===== config.mk =====
export PLATFORM = sky130hd
export DESIGN_NAME = tinyalu_core_flat
export DESIGN_NICKNAME = d
export VERILOG_FILES = /design/src/rtl/tinyalu_core_if.sv /design/src/rtl/tinyalu_core.sv /design/src/flat_wrapper.sv
export SDC_FILE = /design/constraint.sdc
export NUM_CORES = 1
export LEC_CHECK = 0
export BUFFER_PORTS_ARGS = -buffer_cell sky130_fd_sc_hd__buf_2
export CAP_MARGIN = 10
export CORE_ASPECT_RATIO = 0.8
export CORE_MARGIN = 1
export CORE_UTILIZATION = 50
export CTS_CLUSTER_DIAMETER = 200
export DETAILED_ROUTE_END_ITERATION = 10
export GPL_TIMING_DRIVEN = 1
export PLACE_DENSITY = 0.69
export SLEW_MARGIN = 20
export SYNTH_ARGS = -nofsm -noshare
export SYNTH_HDL_FRONTEND = slang
export SYNTH_SLANG_ARGS = --single-unit

===== constraint.sdc =====
create_clock -name clk -period 5.3 [get_ports clk]
set_input_delay 0.265 -clock clk [delete_from_list [all_inputs] [get_ports clk]]
set_output_delay 0.265 -clock clk [all_outputs]
set_load 0.05 [all_outputs]

===== src/rtl/tinyalu_core_if.sv =====
// TinyALU start/done bus.
// Carries one request (operands, opcode, start) from the requester to the ALU.
// Carries the completion (done pulse, result, err) back to the requester.
// Signal names follow the TinyALU BFM so the interface drops straight into it.
//
// Ports (interface signals):
//   A, B    WIDTH    unsigned operands
//   op      3        opcode
//   start   1        request, held by the requester until done is seen
//   done    1        one-cycle completion pulse
//   result  2*WIDTH  result of the last completed op
//   err     1        illegal-op flag, only ever high together with done
// Modports:
//   master  requester side (BFM / testbench)
//   slave   responder side (tinyalu_core)
interface tinyalu_core_if #(
  parameter int unsigned WIDTH = 8
);
  logic [WIDTH-1:0]   A;
  logic [WIDTH-1:0]   B;
  logic [2:0]         op;
  logic               start;
  logic               done;
  logic [2*WIDTH-1:0] result;
  logic               err;

  modport master (
    output A,
    output B,
    output op,
    output start,
    input  done,
    input  result,
    input  err
  );

  modport slave (
    input  A,
    input  B,
    input  op,
    input  start,
    output done,
    output result,
    output err
  );
endinterface


===== src/rtl/tinyalu_core.sv =====
// TinyALU responder core.
// Accepts a request when idle and start is high, latching A, B and op at that edge.
// Computes the result and returns it with a registered one-cycle done pulse.
// add/and/xor/no_op/illegal complete one cycle after accept.
// mul completes MUL_LATENCY cycles after accept.
// After done, the core waits for start to drop before it will accept again.
//
// Ports:
//   clk      clock, all state changes on the rising edge
//   reset_n  asynchronous active-low reset
//   bus      tinyalu_core_if.slave: A, B, op, start in; done, result, err out
//
// Parameters:
//   WIDTH        operand width; result is 2*WIDTH bits
//   MUL_LATENCY  accept-to-done cycles for mul; legal range 2..15
module tinyalu_core #(
  parameter int unsigned WIDTH       = 8,
  parameter int unsigned MUL_LATENCY = 3
) (
  input logic           clk,
  input logic           reset_n,
  tinyalu_core_if.slave bus
);

  localparam logic [2:0] OpNop = 3'b000;
  localparam logic [2:0] OpAdd = 3'b001;
  localparam logic [2:0] OpAnd = 3'b010;
  localparam logic [2:0] OpXor = 3'b011;
  localparam logic [2:0] OpMul = 3'b100;

  // Remaining wait cycles loaded at accept.
  // The exec state fires when the count reaches zero.
  localparam logic [3:0] MulCnt = 4'(MUL_LATENCY - 1);

  // StMul is the execute state for every op.
  // Single-cycle ops enter it with a zero count, so they spend exactly one cycle there.
  typedef enum logic [1:0] {
    StIdle,
    StMul,
    StRelease
  } state_e;

  state_e             state_q, state_d;
  logic [3:0]         cnt_q, cnt_d;
  logic [WIDTH-1:0]   a_q, b_q;
  logic [2:0]         op_q;
  logic               accept;
  logic               fire;
  logic               done_q, done_d;
  logic               err_q, err_d;
  logic [2*WIDTH-1:0] result_q, result_d;
  logic [WIDTH:0]     sum;

  // State register plus operand latch and registered outputs.
  always_ff @(posedge clk or negedge reset_n) begin
    if (!reset_n) begin
      state_q  <= StIdle;
      cnt_q    <= '0;
      a_q      <= '0;
      b_q      <= '0;
      op_q     <= OpNop;
      done_q   <= 1'b0;
      err_q    <= 1'b0;
      result_q <= '0;
    end else begin
      state_q  <= state_d;
      cnt_q    <= cnt_d;
      done_q   <= done_d;
      err_q    <= err_d;
      result_q <= result_d;
      if (accept) begin
        a_q  <= bus.A;
        b_q  <= bus.B;
        op_q <= bus.op;
      end
    end
  end

  // Next-state logic.
  always_comb begin
    state_d = state_q;
    cnt_d   = cnt_q;
    accept  = 1'b0;
    fire    = 1'b0;
    unique case (state_q)
      StIdle: begin
        if (bus.start) begin
          accept  = 1'b1;
          state_d = StMul;
          cnt_d   = (bus.op == OpMul) ? MulCnt : 4'd0;
        end
      end
      StMul: begin
        if (cnt_q == 4'd0) begin
          fire    = 1'b1;
          state_d = StRelease;
        end else begin
          cnt_d = cnt_q - 4'd1;
        end
      end
      StRelease: begin
        // A held start must not re-execute; wait for it to drop.
        if (!bus.start) begin
          state_d = StIdle;
        end
      end
      default: state_d = StIdle;
    endcase
  end

  assign sum = {1'b0, a_q} + {1'b0, b_q};

  // Output logic: next values of the registered outputs.
  always_comb begin
    done_d   = 1'b0;
    err_d    = 1'b0;
    result_d = result_q;
    if (fire) begin
      done_d = 1'b1;
      case (op_q)
        OpNop: result_d = result_q;
        OpAdd: result_d = {{(WIDTH - 1){1'b0}}, sum};
        OpAnd: result_d = {{WIDTH{1'b0}}, a_q & b_q};
        OpXor: result_d = {{WIDTH{1'b0}}, a_q ^ b_q};
        OpMul: result_d = {{WIDTH{1'b0}}, a_q} * {{WIDTH{1'b0}}, b_q};
        default: begin
          err_d    = 1'b1;
          result_d = '0;
        end
      endcase
    end
  end

  assign bus.done   = done_q;
  assign bus.err    = err_q;
  assign bus.result = result_q;

  // Protocol invariants.
  a_done_not_back_to_back: assert property (
    @(posedge clk) disable iff (!reset_n) done_q |=> !done_q);
  a_err_only_with_done: assert property (
    @(posedge clk) disable iff (!reset_n) err_q |-> done_q);

endmodule


===== src/flat_wrapper.sv =====
// flat-port wrapper written by rule: the top's interface ports become plain ports
module tinyalu_core_flat 
#(
  parameter int unsigned WIDTH       = 8,
  parameter int unsigned MUL_LATENCY = 3
)
  (clk, reset_n, bus_A, bus_B, bus_op, bus_start, bus_done, bus_result, bus_err);
  tinyalu_core_if #(.WIDTH(WIDTH)) bus_i ();
  input logic clk;
  input logic reset_n;
  input wire logic [$bits(bus_i.A)-1:0] bus_A;
  input wire logic [$bits(bus_i.B)-1:0] bus_B;
  input wire logic [$bits(bus_i.op)-1:0] bus_op;
  input wire logic [$bits(bus_i.start)-1:0] bus_start;
  output wire logic [$bits(bus_i.done)-1:0] bus_done;
  output wire logic [$bits(bus_i.result)-1:0] bus_result;
  output wire logic [$bits(bus_i.err)-1:0] bus_err;
  assign bus_i.A = bus_A;
  assign bus_i.B = bus_B;
  assign bus_i.op = bus_op;
  assign bus_i.start = bus_start;
  assign bus_done = bus_i.done;
  assign bus_result = bus_i.result;
  assign bus_err = bus_i.err;
  tinyalu_core #(.WIDTH(WIDTH), .MUL_LATENCY(MUL_LATENCY)) u_core (.clk(clk), .reset_n(reset_n), .bus(bus_i));
endmodule

==> results.txt, run 1 <==
The number of distinct standard cells referenced by the synthesized netlist is 52. The full die area came out at 0.00886 mm2. The net count after synthesis came out at 536. The floorplan step defined a core boundary enclosing 0.00809 mm2. The most frequent cell after synthesis is sky130_fd_sc_hd__inv_1.

The flow ran to the end, and the final reports show no timing, DRC or antenna violations. The overall routed net length came out at 9.48 mm. The number of detailed-route iterations in the first pass is 5.

The pin count of the biggest net entering global routing is 44. The per-cell via count in the routed design is 5.65. After the first detailed-routing iteration, the DRC count stood at 187.

The maximum clock skew at final layout came out at 0.0113 ns. By count the netlist is led by sky130_fd_sc_hd__inv_1, sky130_fd_sc_hd__and2_1, sky130_fd_sc_hd__ha_1. The total number of nets in the final design came out at 573.

The reg-to-reg critical path startpoint is u_core.a_q[3]. The mean instance size in the synthesized netlist is 9.82 um2. In this run the tool buffered the top-level ports with 39 buffer cells. The max-slew violation count came out at 0. The number of inserted filler cells in the final layout came out at 721.

The final setup TNS is 0 ns. The antenna diode count came out at 0. The endpoint required time on the critical path is 5.49 ns.

TritonCTS built the clock tree. The root buffer cell chosen for the clock tree is sky130_fd_sc_hd__clkbuf_8. In this run the critical register-to-register path is captured at u_core.bus.result[14]. The share of flip-flops with an asynchronous set or reset came out at 1.00. Yosys attributes the largest share of cell area to sky130_fd_sc_hd__dfrtp_1, sky130_fd_sc_hd__fa_1, sky130_fd_sc_hd__ha_1. The H-tree depth is 2. The first-pass GRT wire length is 16.4 mm. The upper clock frequency limit came out at 210 MHz. The count of boundary I/O pins is 40.

The endpoint arrival time on the critical path is 4.96 ns. The total overflow left after global routing is 0. Of the cells placed in the final design, the portion with a size suffix greater than 1 is 0.151. STA classifies the critical path endpoint as a flop. Setup slack on the worst reg-to-reg path comes out at 0.53 ns. The worst max-slew margin expressed relative to the limit came out at 0.528.

The routed layout has 3263 vias. Measured in cells, the most critical reg-to-reg path has a length of 14. The period utilization is 0.900.

Along the worst path, the maximum fanout reaches 9. The number of instances in the placed design came out at 569. The number of sinks on the clock net came out at 43.

STA classifies the critical path startpoint as a flop. The longest clock path from root to sink contains 2 buffers. The number of failing hold endpoints at the final stage came out at 0. The last weighted congestion value of the routability-driven placer is 0.901. Measured along the y axis, the die boundary spans 84.4 um. The remaining number of nets flagged by the antenna check after routing came out at 0. The site row count came out at 29. The slew at the pin with the worst max-slew slack came out at 0.706 ns. The largest area contributor in the netlist is sky130_fd_sc_hd__dfrtp_1.

Of the synthesized area, sequential elements account for 0.254. The cell area that synthesis handed to floorplanning was 0.00424 mm2. Summed over all nets, the half-perimeter wirelength after detailed placement is 7.49 mm. The die is 105 um wide. The number of max-cap violations came out at 0. In this run the worst setup path begins at u_core.a_q[3]. The most used flip-flop cell after synthesis is sky130_fd_sc_hd__dfrtp_1. The total of cells resized after clock tree synthesis is 0. The CTS clock-pin slew for the worst setup and hold paths came out at 0.09 ns. The critical path is of the flop to flop type. The initial core utilization is 0.524.

The routed length per placed instance is 16.4 um. The clock period minus worst slack is 4.77 ns. The signed area change from the synthesized netlist to the final layout came out at 9.03%.

The path type of the worst min-delay path is primary input to flop. The total DRC errors in the routed layout is 0. The global-route usage over all layers came out at 0.234. The number of antenna violations at the first check in global routing is 0. Yosys printed 0 warnings. For the worst-skew pair, the clock arrives at the later sink with an insertion delay of 0.30 ns. The share of synthesized area in the top cell type comes to 0.254.

The number of global-route vias before repair was 3298. The total CTS buffers came out at 5. The capture point of the critical path is u_core.bus.result[14]. Yosys mapped a number of flops with a built-in enable equal to 0.

Leaving out filler cells and counting taps, the final layout contains 578. The number of setup violations in the final report is 0. The synthesized design contains 43 register bits. The synthesized netlist cell count is 432. Setup repair after global routing left no endpoint under its margin.
==> cell type report <==
type | count | area (um2) | share of cell area
Multi-Input combinational cell | 323 | 2910 | 0.628
Sequential cell | 43 | 1080 | 0.233
Timing Repair Buffer | 41 | 215 | 0.0465
Inverter | 55 | 206 | 0.0447
Tap cell | 108 | 135 | 0.0292
Clock buffer | 6 | 72.6 | 0.0157
Clock inverter | 2 | 12.5 | 0.00271
==> per-stage QoR <==
| step | cell area (um2) | setup WS [ns] | hold WS, ns | utilization |
|---|---|---|---|---|
| detailed placement | 4530 | 0.568 | 0.476 | 0.559 |
| finish | 4620 | 0.529 | 0.197 | 0.571 |
| floorplan | 4240 | 0.824 | -0.0306 | - |
| global placement | 4530 | 0.653 | 0.463 | 0.559 |
| global route | 4620 | 0.283 | 0.183 | 0.571 |
| CTS | 4610 | 0.542 | 0.160 | 0.570 |
==> cells by family (layout without fill, tap and decap cells) <==
| family | Yosys count | in the layout | synth area share |
|---|---|---|---|
| muxes | 24 | 24 | 0.0626 |
| and+or+nand+nor | 122 | 122 | 0.154 |
| DFF | 43 | 43 | 0.254 |
| AOI/OAI and AO/OA | 79 | 79 | 0.127 |
| buffers and inverters | 66 | 104 | 0.0623 |
| xor gates and xnor gates | 16 | 16 | 0.0330 |
| adders and majority gates | 82 | 82 | 0.307 |
==> worst min path at each step <==
stage | from | end | slack [ns] | cells past startpoint
6_report | bus_A[6] | u_core.a_q[6] | 0.20 | 2
5_1_grt | bus_B[5] | u_core.b_q[5] | 0.18 | 2
4_1_cts | reset_n | u_core.bus.result[4] | 0.16 | 1
3_5_place_dp | u_core.bus.result[15] | u_core.bus.result[15] | 0.48 | 2
3_3_place_gp | u_core.bus.result[11] | u_core.bus.result[11] | 0.46 | 2
2_1_floorplan | reset_n | u_core.a_q[0] | -0.03 | 0
==> cell usage in the layout (no fill, tap or decap), drive strengths merged, types with 7 or more instances in the layout <==
cell type	Yosys	routed
xnor2	7	7
mux2	20	20
o21ai	17	17
nor2	9	9
nand2	37	37
buf	4	40
xor2	9	9
dfrtp	43	43
ha	45	45
fa	37	37
nand3	7	7
a21o	9	9
inv	55	55
a21oi	13	13
and2	46	46
==> sequential cells by signal (all words and copies together) (netlist names) <==
register and cells:
u_core.cnt_q 4, u_core.bus.result 16, u_core.b_q 8, u_core.bus.err 1, u_core.state_q 2, u_core.bus.done 1, u_core.op_q 3, u_core.a_q 8
==> critical path: stages, from the launching register on <==
cell                      delay [ns]
sky130_fd_sc_hd__dfrtp_1        0.55
sky130_fd_sc_hd__nand2_1        0.14
sky130_fd_sc_hd__fa_1           0.52
sky130_fd_sc_hd__fa_1           0.49
sky130_fd_sc_hd__inv_1          0.05
sky130_fd_sc_hd__fa_1           0.53
sky130_fd_sc_hd__inv_1          0.06
sky130_fd_sc_hd__fa_1           0.53
sky130_fd_sc_hd__inv_1          0.04
sky130_fd_sc_hd__ha_1           0.35
sky130_fd_sc_hd__a21o_1         0.20
sky130_fd_sc_hd__a31oi_1        0.33
sky130_fd_sc_hd__a21oi_1        0.14
sky130_fd_sc_hd__or4_1          0.48
sky130_fd_sc_hd__a32o_1         0.26
==> metal layers <==
layer / up-vias / share of wire / routed length [um] / track usage
met5: - / 0 / 0 / 0
met4: 0 / 0.012 / 110 / 0.0474
met3: 8 / 0.040 / 379 / 0.0287
met2: 86 / 0.48 / 4510 / 0.381
met1: 1621 / 0.47 / 4470 / 0.337
li1: 1548 / - / - / -
==> timing repair <==
action | CTS | global route
setup buffers | 0 | 0
endpoints found under the hold margin | 0 | 11
hold buffers | 0 | 1
Power of run 1 is not shown: default switching activity piles up to over one toggle a cycle in this logic, so the estimate is an artifact.
==> run 2: changes to the inputs <==
--- a/config.mk
+++ b/config.mk
@@ -14,6 +14,7 @@
 export DETAILED_ROUTE_END_ITERATION = 10
 export GPL_TIMING_DRIVEN = 1
 export PLACE_DENSITY = 0.69
+export RECOVER_POWER = 100
 export SLEW_MARGIN = 20
 export SYNTH_ARGS = -nofsm -noshare
 export SYNTH_HDL_FRONTEND = slang
==> constraint.sdc (replaced) <==
create_clock -name clk -period 4.96 [get_ports clk]
set_input_delay 0.248 -clock clk [delete_from_list [all_inputs] [get_ports clk]]
set_output_delay 0.248 -clock clk [all_outputs]
set_load 0.05 [all_outputs]
==> run 2 against run 1 <==
  * The flow now finishes with violations (max-capacitance violations, max-slew violations)
  * Die area unchanged
  * Fmax fell by 0.19%
  * Cell count grew 0.17%
  * Non-clock buffer count rose by 1
  * Clock skew increased by 0.0080 ns
  * First-iteration DRC count shrank 1.1%
  * Global-route usage is 0.14 points higher
  * Sequential share of layout area is essentially flat
  * Worst setup slack lost 0.35 ns
  * Flip-flop and latch count stayed put
  * Via count up 0.98%
  * Critical path type unchanged
==> results.txt, run 2 (synthesis gave the netlist of run 1 again) <==
The number of max-cap violations is 1. The worst max-slew margin expressed relative to the limit is -0.567. The number of setup violations in the final report is 0. The hold-critical path depth is 2.

The cell depth of the worst flop-to-flop path is 14. The delay of the slowest cell on the worst path is 0.55 ns. Adding up every negative setup slack in the final design gives 0 ns.

The overall routed net length came out at 9.57 mm. After floorplanning, the core was sized to cover 0.00809 mm2. The endpoint required time on the critical path came out at 5.16 ns. The routed length per placed instance came out at 16.5 um.

The number of instances in the placed design is 570. The signed area change from the synthesized netlist to the final layout is 9.38%. Global routing finished with a remaining overflow of 0. Static timing analysis puts the maximum clock frequency at 209 MHz. In this run the core area contains 29 standard-cell rows. The fraction of layout instances using a drive strength above 1 is 0.104. Counting stages on the worst path, the most repeated cell is sky130_fd_sc_hd__fa_1. The full die area is 0.00886 mm2. The first global-routing pass estimated 16.4 mm of wire. The flow ran to the end, but the final reports show violations.

The per-cell via count in the routed design is 5.69. The max-slew violation count is 44. At the end of the flow, the number of nets in the layout was 574. The final reports fail on max-capacitance violations, max-slew violations. The number of global-route vias before repair came out at 3338. The worst hold margin is 0.154 ns. The final route contains 3295 vias. The clock period minus worst slack came out at 4.78 ns. The count of boundary I/O pins came out at 40.

The type of element launching the critical path is a flop. The x dimension of the die is 105 um. The slew at the pin with the worst max-slew slack came out at 2.35 ns.

Along the worst path, the maximum fanout reaches 9. The maximum clock skew at final layout is 0.0193 ns. The number of antenna violations at the first check in global routing was 0. The CTS tree is yes. The buffer levels on the longest clock path is 2. Data on the critical path arrives at its endpoint at 4.98 ns. The cell chosen for the clock root is sky130_fd_sc_hd__clkbuf_8.

Setup repair after global routing left no endpoint under its margin. In the finished design, the share of the clock period the worst path needs comes to 0.964. The number of standard cells in the layout, taps in and fillers out is 579. After filler insertion, the fill cell instance count of the layout stands at 722. The chip height came out at 84.4 um.

Before antenna repair, the detailed router went through 5 iterations. The latest clock arrival within the worst-skew pair came out at 0.31 ns. STA classifies the critical path endpoint as a flop. Summed over all nets, the half-perimeter wirelength after detailed placement is 7.49 mm.

The critical path goes through nand2_1 > fa_1 > fa_1 > inv_1 > fa_1 > inv_1 > fa_1 > inv_1 > ha_1 > a21o_1 > a31oi_1 > a21oi_1 > or4_1 > a32o_1. After the first detailed-routing iteration, the DRC count stood at 185. For this run, the total global-route usage over all layers was measured as 0.235.

The path type of the worst min-delay path is primary input to flop. The pin count of the biggest net entering global routing came out at 44. On the critical path, the stage with the largest delay is an instance of sky130_fd_sc_hd__fa_1. The last weighted congestion value of the routability-driven placer is 1.01. The H-tree was split into 2 levels.

In the layout the commonest cells are sky130_fd_sc_hd__inv_1, sky130_fd_sc_hd__ha_1, sky130_fd_sc_hd__and2_1. The number of port buffers is 39. The antenna diode count came out at 0. The clock drives 43 sinks. The number of failing hold endpoints at the final stage is 0. Across all register-to-register paths, the minimum setup slack is 0.18 ns. After detailed routing, the number of remaining DRC violations is 0. The CTS clock-pin slew for the worst setup and hold paths came out at 0.10 ns. In this run the remaining antenna-violating nets after routing total 0. The number of flip-flops under the largest register name is 16.

The setup path with the least slack is of type flop to flop. Leaving out fill and tap cells, the most frequent cell in the layout is sky130_fd_sc_hd__inv_1. The initial utilization of the core area, before any placement, comes to 0.524. The total CTS buffers came out at 5.
run 2: changes by cell type in the layout (fill, tap and decap cells not counted), sizes merged:
cell and delta:
bufinv +2, buf -20, clkbuf +21, clkinvlp -1
clkinv -1
run 2: final cells by class:
class	instances	area [um2]	area share
multi-input cells	323	2900	0.625
well taps	108	135	0.0291
clock buffers	6	72.6	0.0156
clock inverters	2	60.1	0.0129
inverters	55	206	0.0445
repair buffers	42	189	0.0407
flip-flops and latches	43	1080	0.232
run 2: what timing repair did:
action	4_1_cts	5_1_grt
resized for setup	0	1
endpoints found under the setup margin	0	1
setup buffers	0	0
endpoints found under the hold margin	0	43
hold buffers	0	1
run 2: metrics by stage:
step	worst slack, ns	area (um2)	util
after floorplan	0.484	4240	-
final	0.180	4640	0.573
after global placement	0.334	4530	0.560
after global routing	0.00659	4640	0.573
after CTS	0.191	4670	0.577
after detailed placement	0.218	4530	0.560
run 2: path summary, 6_finish.rpt:
check,to,from
worst min-delay path,u_core.b_q[0],bus_B[0]
max in group asynchronous,u_core.b_q[7],reset_n
worst max-delay path,u_core.bus.result[14],u_core.b_q[6]
min in group asynchronous,u_core.bus.result[2],reset_n
worst max register to register,u_core.bus.result[14],u_core.b_q[6]
worst min register to register,u_core.bus.result[13],u_core.bus.result[13]
run 2: per-layer routing:
metal	GRT usage	share of wire	up-vias
met3	0.0295	0.044	12
li1	-	-	1553
met5	0	0	-
met4	0.0538	0.013	0
met1	0.328	0.47	1647
met2	0.393	0.48	83
run 2: critical path, delay by kind of cell (launching register included):
kind | cells | cell delay (ns)
adder cells (fa/ha/maj) | 5 | 2.45
AO/OA/AOI/OAI | 4 | 0.92
flip-flops | 1 | 0.53
buffers and inverters | 3 | 0.16
AND/OR/NAND/NOR | 2 | 0.60
Power of run 2 is left out for the same reason.
